===== config.mk =====
export PLATFORM = sky130hd
export DESIGN_NAME = rxstatus_monitor
export DESIGN_NICKNAME = d
export VERILOG_FILES = /design/src/rtl/rxstatus_monitor_pkg.sv /design/src/rtl/rxstatus_monitor_sat_counter.sv /design/src/rtl/rxstatus_monitor.sv
export SDC_FILE = /design/constraint.sdc
export NUM_CORES = 1
export LEC_CHECK = 0
export CAP_MARGIN = 0
export CORE_MARGIN = 5
export CORE_UTILIZATION = 39
export DETAILED_ROUTE_END_ITERATION = 6
export PLACE_DENSITY = 0.63
export SLEW_MARGIN = 30
export SYNTH_ARGS = -nofsm -noshare
export SYNTH_HDL_FRONTEND = slang
export SYNTH_SLANG_ARGS = --single-unit

===== constraint.sdc =====
create_clock -name CLK -period 3.4 [get_ports CLK]
set_clock_uncertainty 0.2 [all_clocks]
set_input_delay 0.68 -clock CLK [delete_from_list [all_inputs] [get_ports CLK]]
set_output_delay 0.68 -clock CLK [all_outputs]
set_load 0.01 [all_outputs]

===== src/rtl/rxstatus_monitor_pkg.sv =====
// Shared definitions for the RXSTATUS monitor: PIPE status codes, EVENT bit
// positions, link-health encodings and the code-to-strobe decoder.
package rxstatus_monitor_pkg;

  // PIPE RXSTATUS[2:0] codes
  localparam logic [2:0] ST_OK       = 3'b000;
  localparam logic [2:0] ST_SKP_ADD  = 3'b001;
  localparam logic [2:0] ST_SKP_REM  = 3'b010;
  localparam logic [2:0] ST_RXDET    = 3'b011;
  localparam logic [2:0] ST_DEC_ERR  = 3'b100;
  localparam logic [2:0] ST_BUFF_OVF = 3'b101;
  localparam logic [2:0] ST_BUFF_UNF = 3'b110;
  localparam logic [2:0] ST_DISP_ERR = 3'b111;

  // EVENT bit indices, MSB first in the same order as the encoder inputs
  localparam int EV_W           = 7;
  localparam int EV_SKP_ADDED   = 6;
  localparam int EV_SKP_REMOVED = 5;
  localparam int EV_RXDET       = 4;
  localparam int EV_DECODE_ERR  = 3;
  localparam int EV_BUFF_OVF    = 2;
  localparam int EV_BUFF_UNF    = 1;
  localparam int EV_DISP_ERR    = 0;

  // Link-health states as presented on LINK_STATE
  typedef enum logic [1:0] {
    LS_OK       = 2'b00,
    LS_DEGRADED = 2'b01,
    LS_FAULT    = 2'b10
  } link_state_e;

  // One-hot strobe for a status code; idle or ST_OK gives no strobe
  function automatic logic [EV_W-1:0] decode_event(input logic valid, input logic [2:0] code);
    logic [EV_W-1:0] ev;
    ev = '0;
    if (valid) begin
      case (code)
        ST_SKP_ADD:  ev[EV_SKP_ADDED]   = 1'b1;
        ST_SKP_REM:  ev[EV_SKP_REMOVED] = 1'b1;
        ST_RXDET:    ev[EV_RXDET]       = 1'b1;
        ST_DEC_ERR:  ev[EV_DECODE_ERR]  = 1'b1;
        ST_BUFF_OVF: ev[EV_BUFF_OVF]    = 1'b1;
        ST_BUFF_UNF: ev[EV_BUFF_UNF]    = 1'b1;
        ST_DISP_ERR: ev[EV_DISP_ERR]    = 1'b1;
        default:     ev = '0;
      endcase
    end
    return ev;
  endfunction

  // Codes 100..111 are errors; everything else is informational
  function automatic logic is_error(input logic valid, input logic [2:0] code);
    return valid & code[2];
  endfunction

endpackage


===== src/rtl/rxstatus_monitor_sat_counter.sv =====
// Saturating up-counter with synchronous clear; holds at all-ones.
module sat_counter #(
  parameter int CNT_W = 16
) (
  input  logic             i_clk,
  input  logic             i_rst_n,
  input  logic             i_inc,
  input  logic             i_clr,
  output logic [CNT_W-1:0] o_count
);

  logic [CNT_W-1:0] r_count;

  // Count up on i_inc, stop at the maximum value, clear wins over increment
  always_ff @(posedge i_clk or negedge i_rst_n) begin
    // NOTE: sequential state uses non-blocking assignments so every register
    // samples pre-edge values regardless of block evaluation order.
    if (!i_rst_n)
      r_count <= '0;
    else if (i_clr)
      r_count <= '0;
    else if (i_inc && (r_count != {CNT_W{1'b1}}))
      r_count <= r_count + CNT_W'(1);
  end

  assign o_count = r_count;

endmodule


===== src/rtl/rxstatus_monitor.sv =====
// RXSTATUS monitor: captures the PHY status code, decodes it into registered
// strobes, sticky flags and saturating counters, and tracks link health with
// a windowed error FSM that raises a level interrupt on FAULT.
// All inputs pass through one capture register first; decode, counters, FSM
// and IRQ all work on the captured copy, so a CLR or IRQ_ACK presented in the
// same cycle as a code acts on the same update as that code.
module rxstatus_monitor
  import rxstatus_monitor_pkg::*;
#(
  parameter int CNT_W        = 16,
  parameter int WIN_LEN      = 256,
  parameter int FAULT_THRESH = 4
) (
  input  logic             CLK,
  input  logic             RESET_L,
  input  logic             RXSTATUS_VALID,
  input  logic [2:0]       RXSTATUS,
  input  logic             CLR,
  input  logic             IRQ_ACK,
  output logic [EV_W-1:0]  EVENT,
  output logic [EV_W-1:0]  STICKY,
  output logic [CNT_W-1:0] SKP_CNT,
  output logic [CNT_W-1:0] DEC_ERR_CNT,
  output logic [CNT_W-1:0] BUFF_ERR_CNT,
  output logic [CNT_W-1:0] DISP_ERR_CNT,
  output logic [1:0]       LINK_STATE,
  output logic             IRQ
);

  localparam int WIN_W = (WIN_LEN > 2) ? $clog2(WIN_LEN) : 1;
  localparam int ERR_W = $clog2(FAULT_THRESH + 1);

  logic             r_valid_q;
  logic [2:0]       r_code_q;
  logic             r_clr_q;
  logic             r_ack_q;
  logic [EV_W-1:0]  r_event;
  logic [EV_W-1:0]  r_sticky;
  logic             r_irq;
  link_state_e      r_state;
  logic [WIN_W-1:0] r_win_cnt;
  logic [ERR_W-1:0] r_win_errs;

  logic [EV_W-1:0]  w_event;
  logic             w_err;
  link_state_e      w_state_nxt;
  logic [WIN_W-1:0] w_win_cnt_nxt;
  logic [ERR_W-1:0] w_win_errs_nxt;
  logic [ERR_W-1:0] w_errs_inc;
  logic             w_enter_fault;

  assign w_event = decode_event(r_valid_q, r_code_q);
  assign w_err   = is_error(r_valid_q, r_code_q);

  // Input capture stage
  always_ff @(posedge CLK or negedge RESET_L) begin
    if (!RESET_L) begin
      r_valid_q <= 1'b0;
      r_code_q  <= ST_OK;
      r_clr_q   <= 1'b0;
      r_ack_q   <= 1'b0;
    end else begin
      r_valid_q <= RXSTATUS_VALID;
      r_code_q  <= RXSTATUS;
      r_clr_q   <= CLR;
      r_ack_q   <= IRQ_ACK;
    end
  end

  // Event strobe (unaffected by CLR) and sticky accumulation (cleared by CLR)
  always_ff @(posedge CLK or negedge RESET_L) begin
    if (!RESET_L) begin
      r_event  <= '0;
      r_sticky <= '0;
    end else begin
      r_event  <= w_event;
      r_sticky <= r_clr_q ? '0 : (r_sticky | w_event);
    end
  end

  sat_counter #(.CNT_W(CNT_W)) u_skp_cnt (
    .i_clk(CLK), .i_rst_n(RESET_L),
    .i_inc(w_event[EV_SKP_ADDED] | w_event[EV_SKP_REMOVED]),
    .i_clr(r_clr_q), .o_count(SKP_CNT)
  );

  sat_counter #(.CNT_W(CNT_W)) u_dec_err_cnt (
    .i_clk(CLK), .i_rst_n(RESET_L),
    .i_inc(w_event[EV_DECODE_ERR]),
    .i_clr(r_clr_q), .o_count(DEC_ERR_CNT)
  );

  sat_counter #(.CNT_W(CNT_W)) u_buff_err_cnt (
    .i_clk(CLK), .i_rst_n(RESET_L),
    .i_inc(w_event[EV_BUFF_OVF] | w_event[EV_BUFF_UNF]),
    .i_clr(r_clr_q), .o_count(BUFF_ERR_CNT)
  );

  sat_counter #(.CNT_W(CNT_W)) u_disp_err_cnt (
    .i_clk(CLK), .i_rst_n(RESET_L),
    .i_inc(w_event[EV_DISP_ERR]),
    .i_clr(r_clr_q), .o_count(DISP_ERR_CNT)
  );

  // Link-health state register together with its window counters
  always_ff @(posedge CLK or negedge RESET_L) begin
    if (!RESET_L) begin
      r_state    <= LS_OK;
      r_win_cnt  <= '0;
      r_win_errs <= '0;
    end else begin
      r_state    <= w_state_nxt;
      r_win_cnt  <= w_win_cnt_nxt;
      r_win_errs <= w_win_errs_nxt;
    end
  end

  // Next-state logic: open a window on an error, fault on a cluster, expire otherwise
  always_comb begin
    // NOTE: every combinational output gets a default up front so no path
    // through the case leaves it unassigned and infers a latch.
    w_state_nxt    = r_state;
    w_win_cnt_nxt  = r_win_cnt;
    w_win_errs_nxt = r_win_errs;
    w_errs_inc     = r_win_errs + ERR_W'(1);
    case (r_state)
      LS_OK: begin
        if (w_err) begin
          w_state_nxt    = (FAULT_THRESH == 1) ? LS_FAULT : LS_DEGRADED;
          w_win_cnt_nxt  = '0;
          w_win_errs_nxt = ERR_W'(1);
        end
      end
      LS_DEGRADED: begin
        if (w_err && (w_errs_inc >= ERR_W'(FAULT_THRESH))) begin
          w_state_nxt    = LS_FAULT;
          w_win_errs_nxt = w_errs_inc;
        end else if (r_win_cnt == WIN_W'(WIN_LEN - 1)) begin
          w_state_nxt    = LS_OK;
          w_win_cnt_nxt  = '0;
          w_win_errs_nxt = '0;
        end else begin
          w_win_cnt_nxt  = r_win_cnt + WIN_W'(1);
          w_win_errs_nxt = w_err ? w_errs_inc : r_win_errs;
        end
      end
      LS_FAULT: w_state_nxt = LS_FAULT;
      default:  w_state_nxt = LS_OK;
    endcase
    if (r_clr_q) begin
      w_state_nxt    = LS_OK;
      w_win_cnt_nxt  = '0;
      w_win_errs_nxt = '0;
    end
  end

  // FSM outputs: visible state and the fault-entry pulse that sets IRQ
  always_comb begin
    LINK_STATE    = r_state;
    w_enter_fault = (w_state_nxt == LS_FAULT) && (r_state != LS_FAULT);
  end

  // Interrupt: set on fault entry (beats a same-cycle ack), cleared by ack or CLR
  always_ff @(posedge CLK or negedge RESET_L) begin
    if (!RESET_L)
      r_irq <= 1'b0;
    else if (r_clr_q)
      r_irq <= 1'b0;
    else if (w_enter_fault)
      r_irq <= 1'b1;
    else if (r_ack_q)
      r_irq <= 1'b0;
  end

  assign EVENT  = r_event;
  assign STICKY = r_sticky;
  assign IRQ    = r_irq;

endmodule

### Word level (Yosys, flattened, before mapping)

Cells that the tools add are included.

* input bits: 8
* output and inout bits: 81
* register bits: 98
* logic and storage cells: 95

* reduce and logical (&&, ||, !) cells: 15
* eq/ne operators: 19
* order comparisons: 1
* add/subtract/negate cells: 6
* mux-type cells: 36
* bitwise logic cells: 4

Operator list (number)
* $mux 16: 8
* $add 16x1->16 const B: 4
* $ne 16x16->1 const B: 4
* $mux 8: 4
* $pmux 8 s2: 1
* $mux 3: 5
* $mux 7: 2
* $eq 3x3->1 const B: 4
* $mux 1: 10
* $add 8x1->8 const B: 1
* $eq 8x8->1 const B: 1
* $mux 2: 4
* $reduce_bool 2->1: 4
* $or 7x7->7: 1
* $eq 3x2->1 const B: 2
* $logic_and 1x1->1: 6
* $ne 3x3->1 const B: 2
* $pmux 2 s3: 1
* $pmux 3 s2: 1
* $reduce_and 3->1: 2
* $reduce_bool 3->1: 2
* $ne 5x5->1 const B: 1
* $eq 2x2->1 const B: 2
* $add 3x1->3 const B: 1
* 7 further kinds: 8

### Depth between registers and ports, before layout

* word-level depth: 10
* mapped depth: 7

### By module

From an unflattened synthesis, not the netlist that was laid out.

* cell total of the unflattened synthesis: 537
* area, all modules: 5277.6 um^2

By module, submodules not included
* sat_counter: times used 4, cells an instance 98, area each 942.2 um^2
* rxstatus_monitor: times used 1, cells an instance 145, area each 1508.9 um^2

### Least setup slack after synthesis

No wires, ideal clock.

* path type: register -> register
* start: register u_skp_cnt.r_count[0], in the netlist u_skp_cnt.o_count[0]
* end: register u_skp_cnt.r_count[5], in the netlist u_skp_cnt.o_count[5]
* period minus slack after synthesis: 2.208 ns
* arrival: 1.872 ns
* buffers on the path: 1
* library setup time: 0.136 ns
* setup slack: 1.192 ns
* required time: 3.064 ns
* stages on the path, launching flop included: 7
* cell sequence: dfrtp_1 -> ha_1 -> nand4_1 -> nor4_1 -> clkbuf_1 -> or3_1 -> a21oi_1

* longest elaborated chain between the ends: 3
* elaborated cells on any way between the ends: 6
* those cells by class: add/sub (1); eq/ne (1); mux (2); reduce/logical (2)

RTL lines
* start: declaration: line rxstatus_monitor_sat_counter.sv:12 `logic [CNT_W-1:0] r_count;`
* start signal: assignment: line rxstatus_monitor_sat_counter.sv:23 `r_count <= r_count + CNT_W'(1);`
* $add 16x1->16 or $ne 16x16->1 (tied branches): line rxstatus_monitor_sat_counter.sv:23, rxstatus_monitor_sat_counter.sv:22
* $mux 16 or $logic_and 1x1->1 (tied branches): line rxstatus_monitor_sat_counter.sv:22 `else if (i_inc && (r_count != {CNT_W{1'b1}}))`
* $mux 16 or $reduce_bool 2->1 (tied branches)

Parallel ways exist; a longest one is shown, timed or not. The select of a mux whose other input is x is not followed.
A chain may end at the register's enable or synchronous reset.

### Final worst setup path

* start: register r_valid_q
* end: register u_dec_err_cnt.r_count[15], in the netlist u_dec_err_cnt.o_count[15]

* longest elaborated chain between the ends: 3

RTL lines
* start: declaration: line rxstatus_monitor.sv:33 `logic r_valid_q;`
* start signal: assignment: line rxstatus_monitor.sv:58 `r_valid_q <= 1'b0;`
* start signal: assignment: line rxstatus_monitor.sv:63 `r_valid_q <= RXSTATUS_VALID;`
* $mux 7: line rxstatus_monitor_pkg.sv:36 `if (valid) begin`
* named net u_dec_err_cnt.i_inc: line rxstatus_monitor_sat_counter.sv:7 `input logic i_inc,`
* $logic_and 1x1->1: line rxstatus_monitor_sat_counter.sv:22
* $reduce_bool 2->1 (no line)
* end signal: assignment: line rxstatus_monitor_sat_counter.sv:23
* end: declaration: line rxstatus_monitor_sat_counter.sv:12

The timed path passes the listed nets, and every way through them passes these cells.

==> flow_metrics.env <==
export IMPL_run_status="finished, final reports clean"
export IMPL_num_nets_final=636
export IMPL_grt_overflow=0
export IMPL_vias_per_cell=5.68
export IMPL_holdBufCountCts=0
export IMPL_p_leak_nw=2.49
export IMPL_clock_sinks=98
export IMPL_ys_top_cells_by_area="dfrtp_1 47%, a21oi_1 5.0%, or4_1 4.2%, o31ai_1 3.8%, nor2_1 3.0%"
export IMPL_critPathLaunch="r_valid_q"
export IMPL_yosysTopAreaCell="dfrtp_1"
export IMPL_numPortBuffers=88
export IMPL_power_per_cell_area_mw_per_mm2=369
export IMPL_drt_wirelength_per_cell_um=16.4
export IMPL_endpoint_kind="flop"
export IMPL_cp_required_ns=3.47
export IMPL_drt_pre_antenna_iters=4
export IMPL_synth_net_count=552
export IMPL_post_cts_resized=0
export IMPL_p_int_mw=1.87
export IMPL_core_area_mm2=0.0131
export IMPL_yosysMostFrequentCell="dfrtp_1"
export IMPL_worst_ep_arrival_time_ns=2.51
export IMPL_drtIter0Drc=458
export IMPL_synth_top_area_share=0.474
export IMPL_peakVddDrop_mv=0.220
export IMPL_ys_flop_type="dfrtp_1"
export IMPL_clkLatencyLatePin_ns=0.35
export IMPL_regToRegStartpoint="r_valid_q"
export IMPL_crit_buf_inv=1
export IMPL_setup_slack_ns=0.957
export IMPL_postLayoutCoreUtil=0.497
export IMPL_ys_warn_count=0
export IMPL_netlist_instances=538
export IMPL_die_area_mm2=0.0157
export IMPL_grt_pass1_wl_um=22200
export IMPL_tightest_slew_ns=0.954
export IMPL_setup_viol=0
export IMPL_clockBufferDepth=2
export IMPL_die_h_um=125
export IMPL_worstPathMaxFanout=16
export IMPL_synth_distinct_cells=60
export IMPL_swShare=0.226
export IMPL_gp_congestion=0.824
export IMPL_maxCapViolCount=0
export IMPL_crit_chain="nand2_2 > or3_1 > inv_6 > nand3_4 > or4_1 > a21oi_1"
export IMPL_seq_area_frac_synth=0.474
export IMPL_antenna_found_initial=0
export IMPL_synth_avg_cell_area_um2=9.61
export IMPL_cp_slowest_cell="or3_1"
export IMPL_period_share=0.718
export IMPL_hold_viol=0
export IMPL_ioPinCount=89
export IMPL_startpoint_type="flop"
export IMPL_drc=0
export IMPL_slowest_delay_ns=0.60
export IMPL_numCtsBuffers=9
export IMPL_crit_family="simple AND/OR/NAND/NOR gates"
export IMPL_synth_edff_count=0
export IMPL_period_minus_slack_ns=2.44
export IMPL_grt_pass1_vias=4343
export IMPL_num_vias=4557
export IMPL_critPathKind="flop to flop"
export IMPL_cts_max_level=3
export IMPL_grt_setup_unrepaired="no"
export IMPL_power_mw=2.41
export IMPL_p_clk_frac=0.451
export IMPL_drive_gt1_frac=0.0863
export IMPL_rows=42
export IMPL_ys_ff_latch=98
export IMPL_dp_hpwl_um=9380
export IMPL_postCtsSetupBuffers=0
export IMPL_drtAntennaViolNets=0
export IMPL_initial_core_util=0.394
export IMPL_die_w_um=125
export IMPL_slew_headroom=0.358
export IMPL_max_freq_mhz=409
export IMPL_track_usage=0.168
export IMPL_ys_top_cells_by_count="98 x dfrtp_1, 52 x a21oi_1, 41 x nor2_1, 35 x nand2_1, 29 x or4_1"
export IMPL_hold_class="input pin to async pin"
export IMPL_path_clk_slew_ns=0.07
export IMPL_dp_slack_ns=0.978
export IMPL_root_buffer="clkbuf_16"
export IMPL_antenna_cells=0
export IMPL_tns_ns=0
export IMPL_grt_max_degree=63
export IMPL_seq_power_share=0.498
export IMPL_drv_slew=0
export IMPL_syn_area_mm2=0.00517
export IMPL_cts_tree="done"
export IMPL_async_flop_share=1.00
export IMPL_syn_to_final_growth_pct=26.3
export IMPL_power_switching_mw=0.544
export IMPL_drt_total_wl_um=13200
export IMPL_power_frac_comb=0.051
[final cells by class]
type                            count  area (um^2)
Fill cell                        1226         6610
Inverter                           12         50.0
Tap cell                          176          220
Clock buffer                       10          229
Clock inverter                      5         80.1
Sequential cell                    98         2450
Multi-Input combinational cell    407         2560
Timing Repair Buffer               94          936
[cell usage in the layout (no fill, tap or decap), types with 6 or more instances in the layout]
cell             netlist  final
nand4_1               21     21
nor4_1                13     13
clkbuf_16              0      9
inv_1                  9      9
nor2_1                41     41
o21ai_0               24     24
nand2_1               35     35
or4_1                 29     29
ha_1                   6      6
nor3_1                13     13
clkdlybuf4s50_1        0     87
a21oi_1               52     52
dfrtp_1               98     97
and3_1                13     13
or3_1                 13     13
buf_4                  0      6
and4_1                 8      8
o31ai_1               26     26
nor2b_1               11     11
mux2_2                13     13
nand3_1               25     25
[worst register-to-register path, stage by stage (launching register included)]
cell	delay, ns
dfrtp_1	0.46
nand2_2	0.15
or3_1	0.60
inv_6	0.17
nand3_4	0.11
or4_1	0.53
a21oi_1	0.15
[metrics by stage]
stage / hold slack (ns) / std cells / area, um^2
after floorplan: 0.184 / 538 / 5170
after global placement: 0.268 / 787 / 6220
after detailed placement: 0.292 / 787 / 6220
after CTS: 0.111 / 802 / 6530
after global routing: 0.142 / 802 / 6530
final: 0.0992 / 802 / 6530
[power groups by stage]
stage	combinational, mW	sequential (mW)	clock, mW
floorplan	0.0613	1.22	0
global placement	0.125	1.22	0
detailed placement	0.127	1.22	0
CTS	0.127	1.20	1.11
global route	0.140	1.20	1.15
finish	0.123	1.20	1.09
[cells by family (layout without fill, tap and decap cells)]
group | Yosys count | count (layout) | synth area share
AO/OA/AOI/OAI | 128 | 128 | 0.152
XOR/XNOR | 3 | 3 | 0.00508
adder cells (fa/ha/maj) | 6 | 6 | 0.0145
buffers and inverters | 33 | 121 | 0.0307
flip-flops | 98 | 98 | 0.474
multiplexers | 15 | 15 | 0.0322
AND/OR/NAND/NOR | 255 | 255 | 0.291
[flip-flops by register name, summed over array words and instances (netlist names)]
signal	flops
u_buff_err_cnt.o_count	16
u_dec_err_cnt.o_count	16
u_disp_err_cnt.o_count	16
u_skp_cnt.o_count	16
r_win_cnt	8
EVENT	7
STICKY	7
r_code_q	3
r_win_errs	3
LINK_STATE	2
IRQ	1
r_ack_q	1
r_clr_q	1
r_valid_q	1
[path summary, 6_finish.rpt]
kind / end / cells after the start / slack (ns)
worst min-delay path: u_dec_err_cnt.o_count[7] / 1 / 0.1
min in group CLK: STICKY[2] / 2 / 0.30
worst max-delay path: u_dec_err_cnt.o_count[15] / 6 / 0.96
worst max register to register: u_dec_err_cnt.o_count[15] / 6 / 0.96
max in group asynchronous: u_skp_cnt.o_count[6] / 2 / 2.20
worst min register to register: STICKY[2] / 2 / 0.30
[routing by layer]
metal  track usage  share of wire
met1         0.239           0.49
met2         0.258           0.45
met3        0.0371          0.046
met4        0.0491          0.013
met5             0              0
(Power assumes the default switching activity.)
